### src/rtl/fsm.sv
// Moore serial detector for the bit pattern 1,0,1,0,1 with overlapping matches.
// The state register is exported directly and the match flag is decoded from it.
module fsm (
    input  logic       clk,
    input  logic       rst,
    input  logic       x,
    output logic       z,
    output logic [2:0] state
);

    typedef enum logic [2:0] {
        S0 = 3'b000,
        S1 = 3'b001,
        S2 = 3'b010,
        S3 = 3'b011,
        S4 = 3'b100,
        S5 = 3'b101
    } state_t;

    logic [2:0] r_state;
    logic       w_match;

    always_ff @(posedge clk or negedge rst) begin
        if (!rst) begin
            r_state <= S0;
        end else begin
            case (r_state)
                S0:      r_state <= x ? S1 : S0;
                S1:      r_state <= x ? S1 : S2;
                S2:      r_state <= x ? S3 : S0;
                S3:      r_state <= x ? S1 : S4;
                S4:      r_state <= x ? S5 : S0;
                S5:      r_state <= x ? S1 : S4;
                // 110 and 111 are unreachable; fall back to idle whatever x is
                default: r_state <= S0;
            endcase
        end
    end

    assign w_match = (r_state == S5);
    assign z       = w_match;
    assign state   = r_state;

endmodule

### config.mk
export PLATFORM = sky130hd
export DESIGN_NAME = fsm
export DESIGN_NICKNAME = d
export VERILOG_FILES = /design/src/rtl/fsm.sv
export SDC_FILE = /design/constraint.sdc
export NUM_CORES = 1
export LEC_CHECK = 0
export BUFFER_PORTS_ARGS = -buffer_cell sky130_fd_sc_hd__buf_2
export CORE_AREA = 2 2 39 41
export DETAILED_ROUTE_END_ITERATION = 10
export DIE_AREA = 0 0 41 43
export HOLD_SLACK_MARGIN = 0.15
export PLACE_DENSITY = 0.3
export SYNTH_ARGS = -nofsm -noshare
export SYNTH_HDL_FRONTEND = slang
export SYNTH_SLANG_ARGS = --single-unit
### constraint.sdc
create_clock -name clk -period 2.3 [get_ports clk]
set_input_delay 0.46 -clock clk [delete_from_list [all_inputs] [get_ports clk]]
set_output_delay 0.46 -clock clk [all_outputs]
set_load 0.01 [all_outputs]
==> Word level (Yosys, flattened, before mapping) <==
Index checks and enable logic that the tools add are counted.
{ "op_classes": {"n_eq_ne": 5, "muxes": 6, "n_reduce_logical": 2} }
{ "op_table": {"columns": ["op", "n"], "rows": [
  ["$pmux 3 s5", 1],
  ["$eq 3x2->1 const B", 2],
  ["$eq 3x3->1 const B", 2],
  ["$mux 3", 2],
  ["$mux 2", 2],
  ["$eq 3x1->1 const B", 1],
  ["$logic_not 3->1", 1],
  ["$reduce_or 2->1", 1],
  ["$mux 1", 1]
]} }
{ "totals": {"register_bits": 3, "in_bits": 3, "output_inout_bits": 4, "wordCells": 14} }

==> Depth between registers and ports, before layout <==
{ "logic_depth": {"depth_word": 3, "mapped_depth": 2, "depth_no_buf": 2} }

==> Worst setup path before layout <==
Ideal clock, no wire load.
{ "synth_timing": {"path_type": "flip-flop to output port", "start": "register r_state[1] (netlist: state[1])", "end": "output z", "t_arrival_ns": 0.766, "required_ns": 1.840, "setup_slack_ns": 1.074, "path_stages_with_launch": 3, "path_buffers": 0, "cell_sequence": "dfrtp_1 nand2b_1 nor2_1"} }
{ "synth_between": {"elab_chain_len": 1} }
{ "synth_rtl": {"columns": ["element", "line", "text"], "rows": [
  ["start: declaration", "20", "logic [2:0] r_state;"],
  ["start signal: assignment", "28", "S0: r_state <= x ? S1 : S0;"],
  ["start signal: assignment", "29", "S1: r_state <= x ? S1 : S2;"],
  ["start signal: assignment", "30", "S2: r_state <= x ? S3 : S0;"],
  ["$eq 3x3->1", "40", "assign w_match = (r_state == S5);"],
  ["end: declaration", "7", "output logic z,"]
]} }
Every way passes these cells.

==> Final worst setup path <==
Same ends and word-level chain as after synthesis.

==> summary.md <==
| Metric | Value |
|---|---|
| CTS Buf Count | 3 |
| Power density cells | 779 mW/mm^2 |
| Hold WC Path Type | flop to flop |
| Worst-path cell chain | nand2b_1, nor2_1, buf_2 |
| Htree depth | 1 |
| CP max stage delay | roughly 0.41 ns |
| Hold Path Depth | 1 |
| Cell Area, Synth | roughly 140 sq um |
| Area after DPL | between 150 and 200 sq um |
| Tmin final | 1.50 ns |
| HP Start | state[2]$_DFF_PN0_ |
| Clock Skews | about 0.00089 ns |
| Max clock buf depth | 2 |
| Clock sinks | 3 |
| Core box area | 0.00138 sq mm |
| Diode count | 0 |
| Yosys reg bits | 3 |
| R2r setup slk | 1.30 ns |
| Worst Setup Path Type | flop to output pin |
| Initial Util | 0.103 |
| Standby leakage power | 0.107 nW |
| Die area | 0.00176 sq mm |
| Synth area leaders | dfrtp_1 (53%), a21oi_2 (6.1%), o32ai_1 (6.1%), or3b_1 (6.1%), xnor2_1 (6.1%) |
| Port Buf Inserts | 6 |
| FILL cells | 153 |
| Setup violations, final | 0 |
| Endpoint type of the worst setup path | output pin |
| CP startpoint | state[1]$_DFF_PN0_ |
| Chip Width | 41 um |
| Placer congestion estimate | 0.593 |
| Leading area contributor after synthesis | dfrtp_1 |
| Worst Path Max Fanout | 6 |
| Power Total | 0.178 mW |
| Layout cell share with drive strength beyond 1 | 0.417 |
| Period utilisation layout | 0.652 |
| Initial antenna violation count | 0 |
| Worst Hold End | state[1]$_DFF_PN0_ |
| Status | completed |
| Die Height | between 40 and 50 um |
| Yosys synthesis warning count | 0 |
| Arrival time worst endpoint | 1.04 ns |
| CP Buf/Inv Count | 1 |
| Final wirelength | 327 um |
| Largest net degree at the start of global routing | 7 |
| Drt first pass iters | 2 |
| Reg2reg start | state[0]$_DFF_PN0_ |
| Detailed-route via count | between 100 and 150 |
| Slowest CP cell | dfrtp_1 |
| # DRC | 0 |
| Non-Filler Instances | 40 |
| IO Pins | 7 |
| Dpl cells | 35 |
| Critical R2R Capture | state[1]$_DFF_PN0_ |
| Worst R2R Path Depth | 2 |
| Synth Instances | 13 |
| Net count, final | 28 |
| Maximum vdd drop | 208 uV |
| Violation count after the first detailed-routing iteration | 3 |
| Wirelength per Cell | 8.18 um |
| Global-route wire length before repair | between 500 and 600 um |
| Area grow syn2layout | 60.5% |
| Max FFs per register | 3 |
| Avg Inst Size Synth | approximately 11 sq um |
| CTS tree | built |
| Netlist cell types | 11 |
| Commonest non-fill, non-tap cell in the layout | buf_2 |
| Vias in the first global route | approximately 130 |
| Final hold viol count | 0 |
| CP required | between 1.5 and 2 ns |
| Synthesized net count | 16 |
| MaxCap Viol Count | 0 |
| Worst skew pair latency | 0.23 ns |
| Congestion Overflow GR | 0 |
| Register area share after synthesis | 0.526 |
| Rel. slew slack | 0.818 |
| Leading cell types in the layout, fill and taps excluded | buf_2 (6), clkbuf_4 (3), dfrtp_1 (3) |
| Setup TNS | 0 ns |
| Fin area | 229 sq um |
| Root Buffer | clkbuf_4 |
| Post-route ant nets | 0 |
| Top-area cell type share of the netlist area | 0.526 |
| Crit path launch type | flop |
| Slew @ Worst Pin | approximately 0.27 ns |
| Slew Viols, Final | 0 |
| GRT Total Usage | 0.0514 |
| Largest delay share family, worst path | flip-flops |
| Worst-path clk slew | around 0.040 ns |
| Vias per cell | 3.30 |
| Max Clock Freq | around 670 MHz |
| RSZ-0062 raised after global routing | false |
| # rows | 14 |
| Setup Fix Bufs, Post-CTS | 0 |
-- how the worst max path moves through the flow --
stage          endpoint  slack, ns  cells past startpoint
6_report              z       0.80                      3
3_5_place_dp          z       1.05                      3
2_1_floorplan         z       1.07                      2
5_1_grt               z       0.72                      3
4_1_cts               z       0.79                      3
3_3_place_gp          z       1.07                      3
-- metal layers --
metal	vias up	track usage	share of wire
li1	67	-	-
met1	54	0.0584	0.52
met2	9	0.0469	0.31
met3	2	0.0314	0.12
met4	0	0.0800	0.043
met5	-	0	0
-- cells by family (layout without fill, tap and decap cells) --
kind of cell | count (synthesis) | after routing | share of synthesized area
and+or+nand+nor | 5 | 5 | 0.211
AOI/OAI and AO/OA | 3 | 3 | 0.175
DFF | 3 | 3 | 0.526
xor gates and xnor gates | 1 | 1 | 0.0614
buffers and inverters | 1 | 12 | 0.0263
-- where the power goes --
| part | switching [mW] | total, mW | internal [mW] |
|---|---|---|---|
| clock | 0.0274 | 0.0925 | 0.0650 |
| combinational | 0.0106 | 0.0223 | 0.0117 |
| sequential | 0.00613 | 0.0636 | 0.0575 |
| total | 0.0442 | 0.178 | 0.134 |
-- timing repair --
action	4_1_cts	5_1_grt
setup endpoints to repair	0	0
resized for setup	0	0
hold buffers	1	0
endpoints found under the hold margin	3	0
-- Yosys cell counts --
cell type	instances
dfrtp_1	3
a21boi_0	1
a21oi_2	1
inv_1	1
nand2_1	1
nand2b_1	1
nand3b_1	1
nor2_1	1
o32ai_1	1
or3b_1	1
xnor2_1	1
-- area by class of cell --
class / count / area (sq um) / share of cell area
inverter: 1 / 3.75 / 0.0164
clock buffer: 4 / 26.3 / 0.115
timing repair buffer: 7 / 40.0 / 0.175
sequential: 3 / 75.1 / 0.328
tap: 16 / 20.0 / 0.0874
multi-input combinational: 9 / 63.8 / 0.279
-- metrics by stage --
step / hold slack [ns] / utilization / worst slack (ns)
2_1_floorplan: 0.164 / - / 1.07
3_3_place_gp: 0.254 / 0.139 / 1.07
3_5_place_dp: 0.256 / 0.139 / 1.05
4_1_cts: 0.498 / 0.165 / 0.787
5_1_grt: 0.511 / 0.165 / 0.721
6_report: 0.494 / 0.165 / 0.801
-- worst register-to-register path, cell delays in order (launching register included) --
cell	delay (ns)
dfrtp_1	0.42
or3b_1	0.38
a21oi_2	0.13
(Power assumes the default switching activity.)
